`src/rtl/div_seq.sv`:
```
// Multi-cycle radix-2 restoring divider for DIV/DIVU with HI/LO result and pipeline stall request.
// Optional `DIV_EARLY_EXIT_EN: finish in one cycle when |dividend| < |divisor|.
module div_seq #(
    parameter int unsigned WIDTH = 32,
    parameter int unsigned CNT_W = 6
) (
    input  logic                 clk,
    input  logic                 rst,
    input  logic                 start,
    input  logic                 signed_div,
    input  logic [WIDTH-1:0]     opdata1,
    input  logic [WIDTH-1:0]     opdata2,
    input  logic                 annul,
    output logic [2*WIDTH-1:0]   result,
    output logic                 ready,
    output logic                 stall_req
);

    localparam int unsigned LAST = WIDTH - 1;

    typedef enum logic [1:0] {IDLE, DIVZERO, BUSY, DONE} state_t;

    state_t             state, state_n;
    logic [CNT_W-1:0]   cnt;
    logic [WIDTH-1:0]   rem_q, dvd_q, dvs_q;
    logic               neg_quo_q, neg_rem_q;

    logic [WIDTH-1:0]   abs_a_c, abs_b_c;
    logic [WIDTH:0]     partial_c, diff_c;
    logic [WIDTH-1:0]   rem_step_c, quo_step_c;
    logic [2*WIDTH-1:0] fixed_c, early_res_c;
    logic               last_c, early_c, go_c;

    // Operand magnitudes; the most negative value maps onto itself, which is correct as unsigned.
    assign abs_a_c = (signed_div && opdata1[WIDTH-1]) ? (~opdata1 + WIDTH'(1)) : opdata1;
    assign abs_b_c = (signed_div && opdata2[WIDTH-1]) ? (~opdata2 + WIDTH'(1)) : opdata2;
    assign go_c    = start && !annul;
    assign last_c  = (cnt == CNT_W'(LAST));

`ifdef DIV_EARLY_EXIT_EN
    assign early_c = (abs_a_c < abs_b_c);
`else
    assign early_c = 1'b0;
`endif
    assign early_res_c = {opdata1, WIDTH'(0)};

    // One restoring step: partial remainder never exceeds 2*divisor, so WIDTH+1 bits suffice.
    assign partial_c  = {rem_q, dvd_q[WIDTH-1]};
    assign diff_c     = partial_c - {1'b0, dvs_q};
    assign rem_step_c = diff_c[WIDTH] ? partial_c[WIDTH-1:0] : diff_c[WIDTH-1:0];
    assign quo_step_c = {dvd_q[WIDTH-2:0], ~diff_c[WIDTH]};

    // Sign fix-up applied to the final step as the result is captured.
    assign fixed_c = {neg_rem_q ? (~rem_step_c + WIDTH'(1)) : rem_step_c,
                      neg_quo_q ? (~quo_step_c + WIDTH'(1)) : quo_step_c};

    always_ff @(posedge clk) begin
        if (rst) state <= IDLE;
        else     state <= state_n;
    end

    always_comb begin
        state_n   = state;
        stall_req = 1'b0;
        unique case (state)
            IDLE: begin
                if (go_c) begin
                    stall_req = 1'b1;
                    if (opdata2 == '0) state_n = DIVZERO;
                    else if (early_c)  state_n = DONE;
                    else               state_n = BUSY;
                end
            end
            DIVZERO: begin
                stall_req = 1'b1;
                state_n   = annul ? IDLE : DONE;
            end
            BUSY: begin
                stall_req = 1'b1;
                if (annul)       state_n = IDLE;
                else if (last_c) state_n = DONE;
            end
            DONE: begin
                if (!start || annul) state_n = IDLE;
            end
        endcase
    end

    // Datapath and registered result/ready.
    always_ff @(posedge clk) begin
        if (rst) begin
            cnt       <= '0;
            rem_q     <= '0;
            dvd_q     <= '0;
            dvs_q     <= '0;
            neg_quo_q <= 1'b0;
            neg_rem_q <= 1'b0;
            result    <= '0;
            ready     <= 1'b0;
        end else begin
            if (state == IDLE && go_c) begin
                cnt       <= '0;
                rem_q     <= '0;
                dvd_q     <= abs_a_c;
                dvs_q     <= abs_b_c;
                neg_quo_q <= signed_div && (opdata1[WIDTH-1] ^ opdata2[WIDTH-1]);
                neg_rem_q <= signed_div && opdata1[WIDTH-1];
            end else if (state == BUSY) begin
                cnt   <= cnt + CNT_W'(1);
                rem_q <= rem_step_c;
                dvd_q <= quo_step_c;
            end

            ready <= (state_n == DONE);
            if (state_n != DONE)    result <= '0;
            else if (state == BUSY) result <= fixed_c;
            else if (state == IDLE) result <= early_res_c;
            else if (state == DIVZERO) result <= '0;
        end
    end

endmodule

```
`config.mk`:
```
export PLATFORM = sky130hd
export DESIGN_NAME = div_seq
export DESIGN_NICKNAME = d
export VERILOG_FILES = /design/src/rtl/div_seq.sv
export SDC_FILE = /design/constraint.sdc
export NUM_CORES = 1
export LEC_CHECK = 0
export ABC_AREA = 1
export BUFFER_PORTS_ARGS = -buffer_cell sky130_fd_sc_hd__buf_2
export CORE_UTILIZATION = 45
export CTS_BUF_LIST = sky130_fd_sc_hd__clkbuf_4 sky130_fd_sc_hd__clkbuf_8
export DETAILED_ROUTE_END_ITERATION = 16
export HOLD_SLACK_MARGIN = 0.08
export SYNTH_ARGS = -nofsm -noshare
export SYNTH_HDL_FRONTEND = slang
export SYNTH_SLANG_ARGS = --single-unit
```
`constraint.sdc`:
```
create_clock -name clk -period 7 [get_ports clk]
set_input_delay 1.05 -clock clk [delete_from_list [all_inputs] [get_ports clk]]
set_output_delay 1.05 -clock clk [all_outputs]
set_load 0.05 [all_outputs]
```
## Yosys cells after proc, flatten, opt, wreduce, memory -nomap -nowiden

Cells that the tools add are included.

- Add/subtract/negate cells: 6
- Eq/ne operators: 6
- Multiplexer cells: 19
- Bitwise operators: 6
- Reductions and logical operators: 15

Operators by type and width:

| operator | number |
|---|---|
| 32-bit 2-to-1 mux | 7 |
| 64-bit 2-to-1 mux | 3 |
| 32-bit by 1-bit adder with 32-bit output, second input constant | 4 |
| 32-bit NOT | 4 |
| 33-bit by 32-bit subtractor with 33-bit output | 1 |
| 32-bit zero test | 1 |
| 2-bit 2-to-1 mux | 6 |
| 2-bit one-hot mux with 4 select lines | 1 |
| 6-bit by 1-bit adder with 6-bit output, second input constant | 1 |
| 2-bit equality test, second input constant | 3 |
| 6-bit by 5-bit equality test with 1-bit output, second input constant | 1 |
| 2-bit OR reduction | 3 |
| 1-bit logical AND | 5 |
| 3-bit nonzero test | 1 |
| 2-bit by 1-bit equality test with 1-bit output, second input constant | 1 |
| 1-bit zero test | 2 |
| 2-bit zero test | 1 |
| 2-bit inequality test, second input constant | 1 |
| 1-bit one-hot mux with 2 select lines | 1 |
| 2-bit nonzero test | 1 |
| 1-bit logical OR | 1 |
| 1-bit 2-to-1 mux | 1 |
| 1-bit NOT | 1 |
| 1-bit XOR | 1 |

- Register bits: 171
- Output and inout port bits: 66

## Logic depth before layout (Yosys ltp)

- Depth in word-level cells: 6
- Depth in mapped cells: 31
- Depth with buffers taken out: 29

## Least setup slack after synthesis

OpenSTA, ideal clock, no wires.

- Path type: flip-flop to flip-flop
- Start point: register dvd_q[31]
- End point: register result[30]
- Library setup time: 0.071 ns
- Data arrival time: 3.977 ns
- Data required time: 6.929 ns
- Setup slack: 2.952 ns
- Cell stages (with the launch flop): 32
- Cells stage by stage: dfxtp_1 inv_1 ha_1 fa_1 inv_1 nand2_1 nand2_1 nand3_1 nand2_2 nand2_1 nand2_2 nand2_4 nand2_4 nand2_2 nand2_4 buf_6 buf_6 ha_1 nand3_1 nor3_1 nand3_1 nor3_1 nand2_1 nand2_1 nand2_1 nor2_1 nand2_1 nor2_2 o21ai_0 a21oi_1 o21ai_1 a21oi_1

- Longest elaborated chain between the ends: 6

RTL lines:

| element | line | source |
|---|---|---|
| start, declared | 25 | `logic [WIDTH-1:0] rem_q, dvd_q, dvs_q;` |
| start signal, assigned | 104 | `dvd_q <= abs_a_c;` |
| start signal, assigned | 111 | `dvd_q <= quo_step_c;` |
| 33-bit by 32-bit subtractor with 33-bit output | 49 | `assign diff_c = partial_c - {1'b0, dvs_q};` |
| 1-bit NOT | 51 | `assign quo_step_c = {dvd_q[WIDTH-2:0], ~diff_c[WIDTH]};` |
| 32-bit NOT | 55 | `neg_quo_q ? (~quo_step_c + WIDTH'(1)) : quo_step_c};` |
| 32-bit by 1-bit adder with 32-bit output | 55 |  |
| 32-bit 2-to-1 mux | 55 |  |
| 64-bit 2-to-1 mux | 116 | `else if (state == BUSY) result <= fixed_c;` |
| end signal, assigned | 116 |  |
| end signal, assigned | 117 | `else if (state == IDLE) result <= early_res_c;` |
| end, declared | 14 | `output logic [2*WIDTH-1:0] result,` |

No other way between the ends.
A chain may end at the register's enable or synchronous reset.

## Final worst setup path

Same ends and word-level chain as after synthesis.

==> flow_summary.ini <==
[outcome]
status = finished clean

[logic_synthesis]
synthTopCellsByCount = nand2_1, inv_1, nor2_1
yosys_register_bits = 171
ys_warn_count = 0
synth_area_um2 = 12800
synth_top_area_share_pct = 26.7
yosysTopAreaCell = dfxtp_1
synthFlopType = dfxtp_1
syn-num-nets = 2258
ys_async_sr_fraction_pct = 0
seq_area_frac_synth_pct = 26.7
synth_most_common_cell = nand2_1
syn_area_per_cell_um2 = 5.97
synth.top_cells.by_area = dfxtp_1, nand2_1, inv_1
synth_edf_count = 0
synthCells = 2145
yosysUniqueCellTypes = 56

[sta]
rsz0062_at_grt = false
fin_crit_sh_pct = 70.7
finClkSkew_ns = 0.0218
slew_viol_final = 0
slew_headroom_pct = 21.9
whs_ns = 0.464
finalHoldViolations = 0
final.min_clock_period_ns = 4.95
max_freq_mhz = 202
fin_tns_setup_ns = 0
setup_ws_ns = 2.05
setup_viol = 0
worstMarginPinSlew_ns = 1.17

[cts]
cts_buffers = 17
clockBufferDepth = 2
cts_setup_buffers = 0
h-tree-depth = 4
clkLatencyLatePin_ns = 0.51
cts_tree = yes
cts-resized-gates = 0
cts_hold_buf = 0
cts_sinks = 171
cts-root-buf = clkbuf_8
cts.clk_slew.worst_paths_ns = 0.11

[placement]
portBuffers = 134
pre_cts_ws_ns = 2.11
place.gp.congestion = 0.956
dpl.hpwl_um = 35700

[critical_path]
cp_slowest_stage_delay_ns = 0.47
worstPathArrival_ns = 5.38
path_class = reg2reg
cp_common_cell = nand2_1
startpoint_type = register
end_kind = register
cp_slowest_cell = dfxtp_1
required_ns = 7.44
cp_max_fo = 33

[global_routing]
first_global_vias = 12805
grt_pass1_wl_um = 69600
track_usage_pct = 31.2
grt_max_degree = 65
antenna_found_initial = 2
grt_overflow_total = 0

[run]
cap_viol_max_count = 0

[pwr]
p_leak_uw = 0.00707
max-vdd-ir-drop_v = 0.000139
powerDensity_nw_per_um2 = 303

[drt]
drt_wl_total_um = 44500
drc = 0
drt-wirelength-per-cell_um = 17.0
first_pass_iters = 5
postRouteAntennaNets = 0
vias_per_cell = 5.34
vias = 14013
drtIter0Drc = 1088

[cells_and_area]
drive_gt1_share_pct = 10.1
fin_nets = 2343
area_growth_pct = 10.1

[die]
rows = 61
coreArea_um2 = 27900
initial_core_util_pct = 46.0
dieArea_um2 = 29100
io_pins = 135
die_h_um = 171
die_w_um = 171

[hold_path]
min_path_type = reg2reg
[power by group]
| part | switching (uW) | total (uW) | internal (uW) |
|---|---|---|---|
| clock | 407 | 756 | 350 |
| sequential | 54.4 | 1080 | 1030 |
| combinational | 1750 | 2440 | 691 |
| total | 2210 | 4270 | 2070 |
[worst paths after layout]
kind | from | endpoint | slack (ns) | cells after the start
worst max-delay path | dvd_q[31] | result[30] | 2.05 | 29
worst min-delay path | result[7] | result[7] | 0.46 | 2
worst max register to register | dvd_q[31] | result[30] | 2.05 | 29
worst min register to register | result[7] | result[7] | 0.46 | 2
[worst max-delay path, delay by kind of cell, from the launching register on]
| kind | cells | cell delay, ns |
|---|---|---|
| AOI/OAI and AO/OA | 4 | 0.53 |
| adders and majority gates | 3 | 0.90 |
| buffers and inverters | 2 | 0.17 |
| DFF | 1 | 0.47 |
| and+or+nand+nor | 20 | 2.76 |
[kinds of logic (layout without fill, tap and decap cells)]
family / after synthesis / after routing / share of synthesized area [%]
compound gates: 443 / 443 / 19.6
xor+xnor: 32 / 32 / 2.19
fa+ha+maj: 44 / 44 / 4.36
buf+inv: 419 / 517 / 12.6
flops: 171 / 171 / 26.7
other cells: 0 / 2 / 0
simple gates: 1036 / 1036 / 34.4
[registers in the layout, summed over array words and instances, names as in the netlist, 2 cells and up]
register and cells:
dvs_q 32, state 2, dvd_q 32, rem_q 32
result 64, cnt 6
[layout make-up]
| class | count | area [um^2] |
|---|---|---|
| clock inverter | 12 | 138 |
| fill | 3081 | 13800 |
| inverter | 343 | 1290 |
| timing repair buffer | 142 | 731 |
| clock buffer | 20 | 275 |
| multi-input combinational | 1555 | 7770 |
| sequential | 171 | 3420 |
| tap | 378 | 473 |
| antenna | 2 | 5.00 |
[layout by cell type, fill, tap and decap left out, drive strengths merged, types with 8 or more instances in the layout]
cell type,instances
a31oi,28
dfxtp,171
nand3,133
nor3,36
clkbuf,20
nand3b,10
nor4,9
o32ai,8
o21ai,149
o211ai,20
ha,43
a21o,8
o22ai,40
xnor2,17
clkinv,11
nor2,247
nand2,553
nand4,31
inv,341
or2,9
buf,142
a21oi,168
xor2,15
[per-layer routing]
metal	vias up	GRT usage, %	routed length [um]
met5	-	0	0
met4	0	12.4	1430
met3	70	3.91	2570
met2	446	48.3	19300
met1	6358	43.7	21200
li1	7139	-	-
[metrics by stage]
step                      util, %  cells  area (um^2)  power (uW)
after CTS                    50.6   2621        14100        4250
after floorplan                 -   2145        12800        2890
after global routing         50.6   2623        14100        4630
after global placement       49.1   2589        13700        3480
final                        50.6   2623        14100        4270
after detailed placement     49.1   2589        13700        3490
(Power assumes the default switching activity.)
